===== config.mk =====
export PLATFORM = sky130hd
export DESIGN_NAME = id_counter
export DESIGN_NICKNAME = d
export VERILOG_FILES = /design/src/rtl/id_counter_pkg.sv /design/src/rtl/id_edge_capture.sv /design/src/rtl/id_counter.sv
export SDC_FILE = /design/constraint.sdc
export NUM_CORES = 1
export LEC_CHECK = 0
export CAP_MARGIN = 20
export CELL_PAD_IN_SITES_DETAIL_PLACEMENT = 1
export CELL_PAD_IN_SITES_GLOBAL_PLACEMENT = 1
export CORE_MARGIN = 2
export CORE_UTILIZATION = 25
export CTS_CLUSTER_SIZE = 12
export DETAILED_ROUTE_END_ITERATION = 8
export PLACE_DENSITY = 0.55
export SLEW_MARGIN = 20
export SYNTH_ARGS = -nofsm -noshare
export SYNTH_HDL_FRONTEND = slang
export SYNTH_HIERARCHICAL = 1
export SYNTH_SLANG_ARGS = --single-unit
export TNS_END_PERCENT = 1

===== constraint.sdc =====
create_clock -name IDclock -period 5 [get_ports IDclock]
set_clock_uncertainty 0.15 [all_clocks]
set_input_delay 0.75 -clock IDclock [delete_from_list [all_inputs] [get_ports IDclock]]
set_output_delay 0.75 -clock IDclock [all_outputs]
set_load 0.1 [all_outputs]

===== src/rtl/id_counter_pkg.sv =====
// Shared types and sizing helpers for the DPLL increment/decrement counter.
package id_counter_pkg;

    // Kind of the idout half-period currently being timed.
    typedef enum logic [1:0] {
        NOM = 2'd0,   // nominal length
        ADV = 2'd1,   // one IDclock shorter (phase advance)
        RET = 2'd2    // one IDclock longer (phase retard)
    } id_state_t;

    localparam int PEND_W_DEF = 4;

    // The half-period counter must hold lengths up to HALF_NOM+1.
    function automatic int hcnt_width(input int half_nom);
        return $clog2(half_nom + 2);
    endfunction

    // Saturation value of a pending-request counter.
    function automatic int pend_max(input int pend_w);
        return (1 << pend_w) - 1;
    endfunction

endpackage


===== src/rtl/id_edge_capture.sv =====
// Rising-edge detector plus saturating pending-request counter.
// add_i requests +1, consume_i and cancel_i each request -1; the owner
// guarantees the count never goes below zero. drop_o pulses when an add
// would push the count past its saturation value.
module id_edge_capture
    import id_counter_pkg::*;
#(
    parameter int PEND_W = PEND_W_DEF
) (
    input  logic              clk_i,
    input  logic              rst_ni,
    input  logic              enable_i,
    input  logic              level_i,
    input  logic              add_i,
    input  logic              consume_i,
    input  logic              cancel_i,
    output logic              edge_o,
    output logic [PEND_W-1:0] pend_o,
    output logic              drop_o
);
    localparam logic [PEND_W-1:0] PEND_MAX = PEND_W'(pend_max(PEND_W));

    logic              level_q;
    logic [PEND_W-1:0] pend_q;
    logic [PEND_W-1:0] pend_d;
    logic [PEND_W+1:0] sum;

    // Edges only count while enabled; the history register tracks regardless.
    assign edge_o = enable_i & level_i & ~level_q;
    assign pend_o = pend_q;

    // Level history, updated every cycle so a held level is never recounted.
    always_ff @(posedge clk_i or negedge rst_ni) begin
        if (!rst_ni) level_q <= 1'b0;
        else         level_q <= level_i;
    end

    // Net update of the pending count, clamped at the saturation value.
    always_comb begin
        sum = {2'b00, pend_q}
            + {{(PEND_W+1){1'b0}}, add_i}
            - {{(PEND_W+1){1'b0}}, consume_i}
            - {{(PEND_W+1){1'b0}}, cancel_i};
        pend_d = sum[PEND_W-1:0];
        drop_o = 1'b0;
        if (sum > {2'b00, PEND_MAX}) begin
            pend_d = PEND_MAX;
            drop_o = 1'b1;
        end
    end

    // Pending count register.
    always_ff @(posedge clk_i or negedge rst_ni) begin
        if (!rst_ni) pend_q <= '0;
        else         pend_q <= pend_d;
    end

endmodule


===== src/rtl/id_counter.sv =====
// DPLL increment/decrement counter: generates idout at IDclock/(2*HALF_NOM)
// and shortens (carry on inc) or lengthens (borrow on dec) one half-period
// per queued request.
// Optional build macro IDCNT_CANCEL_EN: opposite requests annihilate instead
// of queueing independently.
module id_counter
    import id_counter_pkg::*;
#(
    parameter int HALF_NOM = 2,
    parameter int PEND_W   = PEND_W_DEF
) (
    input  logic IDclock,
    input  logic reset,
    input  logic enable,
    input  logic inc,
    input  logic dec,
    output logic idout,
    output logic busy,
    output logic ovf
);
    localparam int            HW      = hcnt_width(HALF_NOM);
    localparam logic [HW-1:0] LEN_NOM = HW'(HALF_NOM);
    localparam logic [HW-1:0] LEN_ADV = HW'(HALF_NOM - 1);
    localparam logic [HW-1:0] LEN_RET = HW'(HALF_NOM + 1);
    localparam logic [HW-1:0] ONE     = HW'(1);

    id_state_t         state_q, state_d;
    logic [HW-1:0]     hcnt_q, hcnt_d;
    logic              idout_q, idout_d;
    logic              ovf_q;
    logic              consume_inc, consume_dec;
    logic              inc_edge, dec_edge;
    logic              inc_add, dec_add, inc_cancel, dec_cancel;
    logic              inc_drop, dec_drop;
    logic [PEND_W-1:0] inc_pend, dec_pend;

`ifdef IDCNT_CANCEL_EN
    // A request is "live" if it survives this cycle's boundary consumption;
    // only a live opposite request can absorb a new edge.
    logic inc_live, dec_live;
    assign inc_live   = inc_pend > PEND_W'(consume_inc);
    assign dec_live   = dec_pend > PEND_W'(consume_dec);
    assign inc_add    = inc_edge & ~dec_edge & ~dec_live;
    assign dec_cancel = inc_edge & ~dec_edge &  dec_live;
    assign dec_add    = dec_edge & ~inc_edge & ~inc_live;
    assign inc_cancel = dec_edge & ~inc_edge &  inc_live;
`else
    assign inc_add    = inc_edge;
    assign dec_add    = dec_edge;
    assign inc_cancel = 1'b0;
    assign dec_cancel = 1'b0;
`endif

    id_edge_capture #(.PEND_W(PEND_W)) u_inc_cap (
        .clk_i     (IDclock),
        .rst_ni    (reset),
        .enable_i  (enable),
        .level_i   (inc),
        .add_i     (inc_add),
        .consume_i (consume_inc),
        .cancel_i  (inc_cancel),
        .edge_o    (inc_edge),
        .pend_o    (inc_pend),
        .drop_o    (inc_drop)
    );

    id_edge_capture #(.PEND_W(PEND_W)) u_dec_cap (
        .clk_i     (IDclock),
        .rst_ni    (reset),
        .enable_i  (enable),
        .level_i   (dec),
        .add_i     (dec_add),
        .consume_i (consume_dec),
        .cancel_i  (dec_cancel),
        .edge_o    (dec_edge),
        .pend_o    (dec_pend),
        .drop_o    (dec_drop)
    );

    // Half-period timing and correction selection; inc wins over dec.
    always_comb begin
        state_d     = state_q;
        hcnt_d      = hcnt_q;
        idout_d     = idout_q;
        consume_inc = 1'b0;
        consume_dec = 1'b0;
        if (enable) begin
            if (hcnt_q == ONE) begin
                idout_d = ~idout_q;
                if (inc_pend != '0) begin
                    state_d     = ADV;
                    consume_inc = 1'b1;
                end else if (dec_pend != '0) begin
                    state_d     = RET;
                    consume_dec = 1'b1;
                end else begin
                    state_d = NOM;
                end
                case (state_d)
                    ADV:     hcnt_d = LEN_ADV;
                    RET:     hcnt_d = LEN_RET;
                    default: hcnt_d = LEN_NOM;
                endcase
            end else begin
                hcnt_d = hcnt_q - ONE;
            end
        end
    end

    // State, counter, output and sticky overflow registers.
    always_ff @(posedge IDclock or negedge reset) begin
        if (!reset) begin
            state_q <= NOM;
            hcnt_q  <= LEN_NOM;
            idout_q <= 1'b0;
            ovf_q   <= 1'b0;
        end else begin
            state_q <= state_d;
            hcnt_q  <= hcnt_d;
            idout_q <= idout_d;
            ovf_q   <= ovf_q | inc_drop | dec_drop;
        end
    end

    assign idout = idout_q;
    assign ovf   = ovf_q;
    assign busy  = (inc_pend != '0) | (dec_pend != '0);

endmodule


Word-level counts from Yosys, hierarchy flattened
Index checks and enable logic that the tools add are counted.

word-level totals
  flip-flop bits (word level) = 14
  bits of input ports = 5
  output and inout bits = 3
  logic and storage cells = 47

cells by class
  add/sub/neg operators = 5
  order comparisons = 2
  equal/unequal tests = 3
  multiplexer cells = 17
  bitwise logic cells = 10
  reductions and logical operators = 3

operators with widths
  kind                                                count
  > comparator 6 x 4 -> 1 bit, second input constant  2
  subtractor 6 x 1 -> 6 bit                           2
  adder 4 x 1 -> 5 bit                                2
  2-to-1 mux 2 bit                                    5
  2-to-1 mux 1 bit                                    9
  2-to-1 mux 4 bit                                    2
  nonzero test 4 bit                                  2
  AND 1 bit                                           4
  == test 2 x 1 -> 1 bit, second input constant       2
  one-hot mux 2 bit (2 select lines)                  1
  inverter 1 bit                                      3
  OR 1 bit                                            3
  == test 2 bit, second input constant                1
  AND reduction 2 bit                                 1
  subtractor 2 x 1 -> 2 bit, second input constant    1

Logic depth before layout (Yosys ltp)
  word-level depth = 9
  depth in mapped cells = 15
  mapped depth without buffers = 15

Hierarchy
Netlist, hierarchy kept.

by module, submodules not included
  module           times used  cells an instance  area an instance (um^2)  seq. area each (um^2)
  id_edge_capture  2           36                 360.3                    125.1
  id_counter       1           21                 242.7                    101.3

Least setup slack after synthesis
No wires, ideal clock.

  kind = input to register
  start point = input port enable
  end point = register ovf_q (netlist: ovf)
  setup time = 132 ps
  arrival time = 2,825 ps
  required time = 4,718 ps
  path slack = 1,893 ps
  stages = 13
  path buffers = 0
  cells stage by stage = nand2_1 > nor3b_1 > inv_1 > fa_1 > inv_1 > ha_1 > inv_1 > ha_1 > inv_1 > fa_1 > nand2_1 > nand3_1 > or3_1

between the ends
  elaborated cells on any way between the ends = 16
  those cells by class = add/sub (4); order compare (2); mux (4); bitwise (6)

RTL lines
  item                         RTL line               text
  start, declared              id_counter.sv:14       input logic enable,
  2-to-1 mux 1 bit             id_counter.sv:87       if (enable) begin
  net consume_dec              id_counter.sv:31       logic consume_inc, consume_dec;
  subtractor 6 x 1 -> 6 bit    id_edge_capture.sv:42  - {{(PEND_W+1){1'b0}}, consume_i}
  > comparator 6 x 4 -> 1 bit  id_edge_capture.sv:46  if (sum > {2'b00, PEND_MAX}) begin
  2-to-1 mux 1 bit             id_edge_capture.sv:46
  net dec_drop                 id_counter.sv:34       logic inc_drop, dec_drop;
  OR 1 bit                     id_counter.sv:121      ovf_q <= ovf_q | inc_drop | dec_drop;
  end signal, assigned         id_counter.sv:121
  end, declared                id_counter.sv:30       logic ovf_q;

The timed path passes the listed nets, and every way through them passes these cells.
A chain may end at the register's enable or synchronous reset.

Worst setup path after layout
Same ends and word-level chain as after synthesis.

==> reports/qor.log <==
INFO  route          vias_per_cell=4.58
INFO  critical_path  setup.worst_path.end_class=register
INFO  critical_path  worst-setup-path-type=in -> reg
INFO  power          share_clk_of_total_power=16.4%
INFO  worst_hold_path holdCritPathClass=reg -> reg
INFO  placement      port_buffers=7
INFO  die            floorplan.die.width=66.1um
INFO  grt            global_route_wire_length_before_repair=3350um
INFO  placement      finalWeightedCongestion=0.772
INFO  timing         relSlewSlack=34.9%
INFO  logic_synthesis syn-instance-count=93
INFO  critical_path  reg2reg_to=ovf
INFO  die            placementRows=22
INFO  power          sw_frac_of_total=42.5%
INFO  timing         timing.final.crit_period=3.73ns
INFO  logic_synthesis async_reset_ff_share=100%
INFO  power          power_switching=286uW
INFO  die            chipHeight=66.1um
INFO  route          detail_route.first_pass.iterations=2
INFO  critical_path  r2r-start=u_inc_cap/pend_o[2]
INFO  logic_synthesis synth_flop_cell=sky130_fd_sc_hd__dfrtp_1
INFO  final_layout   stdcell_count=153
INFO  clock_network  clock_latency=0.24ns
INFO  worst_hold_path timing.hold.worst_endpoint=idout
INFO  worst_hold_path worst_hold_startpoint=idout
INFO  logic_synthesis synth_most_common_cell=sky130_fd_sc_hd__inv_1
INFO  timing         rsz_0062_raised_after_global_routing=no
INFO  power          max_vdd_drop=0.124mV
INFO  final_layout   finalCoreUtilization=31.2%
INFO  critical_path  critical_path_data_required_time=4.97ns
INFO  route          routed_wl=1850um
INFO  die            die_area=4370um^2
INFO  timing         worst_pin_slew=0.974ns
INFO  logic_synthesis number_of_register_bits_inferred_by_synthesis=14
INFO  clock_network  htree_num_levels=1
INFO  outcome        status=finished, final reports clean
INFO  timing         hold-worst-slack=0.317ns
INFO  die            ioPinCount=8
INFO  logic_synthesis yosys-top-cells-area=sky130_fd_sc_hd__dfrtp_1 (34%), sky130_fd_sc_hd__ha_1 (17%), sky130_fd_sc_hd__fa_1 (8.3%), sky130_fd_sc_hd__inv_1 (7.4%), sky130_fd_sc_hd__nor4_4 (4.4%)
INFO  logic_synthesis synthDominantCellAreaShare=33.8%
INFO  critical_path  critPathLaunchType=primary input
INFO  route          initialDrtViolationCount=17
INFO  logic_synthesis synth.lib_cells_used.distinct=25
INFO  timing         post_route_fraction_of_the_period_consumed_by_the_critical_path=74.7%
INFO  logic_synthesis netlist.top_cell.by_area=sky130_fd_sc_hd__dfrtp_1
INFO  logic_synthesis synth-seq-area-share=36.5%
INFO  power          combinationalPowerShare=53.0%
INFO  grt            congestion_overflow_gr=0
INFO  critical_path  rrSetupSlack=1.71ns
INFO  power          cell_internal_power=387uW
INFO  placement      dpl_cell_area=1100um^2
INFO  die            core_region_area=3690um^2
INFO  timing         max_freq=268MHz
INFO  timing         finalHoldViolations=0
INFO  logic_synthesis post_synth_edffs=0
INFO  critical_path  worst_reg_to_reg_path_cell_count=13
INFO  power          pwr_density_cell=584nW/um^2
INFO  clock_network  clock_path_buffers=2
INFO  clock_network  cts-resized-gates=0
INFO  route          drc_errors=0
INFO  logic_synthesis synth_area=963um^2
INFO  route          detailroute.via_count=701
INFO  timing         tns=0ns
INFO  power          leakage=0.000539uW
INFO  grt            grt_start_max_net_pins=15
INFO  final_layout   multiInputGateArea=544um^2
INFO  logic_synthesis ys_warn_count=6
INFO  critical_path  critical_path_fanout_max=7
INFO  clock_network  hold_buffers=0
INFO  route          drtAntennaViolNets=0
INFO  final_layout   stdcell_area=1150um^2
INFO  grt            number_of_global_route_vias_before_repair=785
INFO  final_layout   nets=128
INFO  clock_network  cts.sinks=14
INFO  clock_network  worst_setup_hold_path_clk_slew=0.06ns
INFO  job            drv.max_cap_violation_count=0
INFO  clock_network  clock_tree_from_tritoncts=done
INFO  logic_synthesis netlist_top_cells_count=sky130_fd_sc_hd__inv_1 (19), sky130_fd_sc_hd__dfrtp_1 (13), sky130_fd_sc_hd__ha_1 (13), sky130_fd_sc_hd__nand3_1 (6)
INFO  grt            antenna_found_initial=0
INFO  grt            track_usage=9.92%
INFO  placement      hpwlAfterDp=1540um
INFO  die            start_util=26.1%
INFO  timing         report.final.setup_viol=0
INFO  final_layout   antennaDiodeCount=0
INFO  worst_hold_path depth_of_the_worst_hold_timing_path=1
INFO  final_layout   fill_cells=445
INFO  route          average_wire_length_per_cell_after_detail_routing=12.1um
INFO  timing         timing.final.max_slew_violations=0
INFO  final_layout   layout-drive-gt1-share=8.57%
INFO  placement      dpl.cell_count=149
INFO  clock_network  cts-buffers-inserted=3
INFO  clock_network  root_buffer=sky130_fd_sc_hd__clkbuf_8
INFO  critical_path  critical_path_arrival=3.70ns
INFO  final_layout   syn2layout_area_growth=19.6%
INFO  logic_synthesis post_synth.cell_area_avg=10.4um^2
INFO  power          seqPwrFrac=30.6%
INFO  clock_network  cts_setup_buffers=0
INFO  final_layout   sequential_cell_area=352um^2
[cell usage in the layout, fill, tap and decap left out, types with 4 or more instances in the layout]
cell / instances
sky130_fd_sc_hd__inv_1: 19
sky130_fd_sc_hd__nor2_1: 5
sky130_fd_sc_hd__nand4b_1: 4
sky130_fd_sc_hd__clkbuf_8: 4
sky130_fd_sc_hd__clkdlybuf4s50_1: 7
sky130_fd_sc_hd__nand3_1: 6
sky130_fd_sc_hd__fa_1: 4
sky130_fd_sc_hd__nand2_1: 5
sky130_fd_sc_hd__dfrtp_1: 13
sky130_fd_sc_hd__ha_1: 13
[flip-flops by register name, indices dropped and copies added, names as in the netlist]
signal,cells
hcnt_q,2
idout,1
ovf,1
u_dec_cap/level_q,1
u_dec_cap/pend_o,4
u_inc_cap/level_q,1
u_inc_cap/pend_o,4
[kinds of logic after synthesis]
kind of cell    after synthesis  synth area share [%]
mux                           2                  2.21
simple gates                 31                  21.6
compound gates                8                  5.84
other cells                   1                 0.389
flops                        14                  36.5
buf+inv                      19                  7.40
fa+ha+maj                    17                  25.2
xor+xnor                      1                 0.909
[worst max-delay path by stage]
stage | start | end | slack [ns] | cells past startpoint
floorplan | enable | ovf | 1.89 | 13
global placement | enable | ovf | 0.97 | 14
detailed placement | enable | ovf | 0.94 | 14
CTS | enable | ovf | 1.18 | 14
global route | enable | ovf | 1.04 | 14
finish | enable | ovf | 1.27 | 14
[power by group through the flow]
stage,Clock [uW],Combinational (uW),Sequential (uW)
after global routing,117,413,214
after global placement,0,345,209
final,111,357,206
after CTS,114,368,208
after floorplan,0,242,232
after detailed placement,0,361,210
[routing by layer]
layer	vias to the layer above	wire length, um	track usage [%]
met3	2	89	3.41
met5	-	0	0
met1	358	783	10.5
met4	0	8	2.30
li1	333	-	-
met2	8	967	18.6
[through the flow]
stage | power (uW) | setup slack [ns]
final | 673 | 1.27
after global routing | 744 | 1.04
after CTS | 689 | 1.18
after detailed placement | 571 | 0.939
after global placement | 554 | 0.972
after floorplan | 473 | 1.89
[layout make-up]
type,count,share of cell area [%]
inverters,19,6.19
well taps,48,5.21
multi-input cells,61,47.2
clock buffers,4,4.78
repair buffers,7,6.08
flip-flops and latches,14,30.5
[worst max-delay path, stage by stage]
cell                              delay, ns
sky130_fd_sc_hd__clkdlybuf4s50_1       0.61
sky130_fd_sc_hd__nand2_1               0.15
sky130_fd_sc_hd__nor3b_1               0.24
sky130_fd_sc_hd__inv_1                 0.08
sky130_fd_sc_hd__fa_1                  0.38
sky130_fd_sc_hd__inv_1                 0.06
sky130_fd_sc_hd__ha_1                  0.22
sky130_fd_sc_hd__inv_1                 0.06
sky130_fd_sc_hd__ha_1                  0.16
sky130_fd_sc_hd__inv_1                 0.05
sky130_fd_sc_hd__fa_1                  0.40
sky130_fd_sc_hd__nand2_1               0.15
sky130_fd_sc_hd__nand3_1               0.07
sky130_fd_sc_hd__or3_1                 0.30
Note: power is estimated with default switching activity, not from simulation.
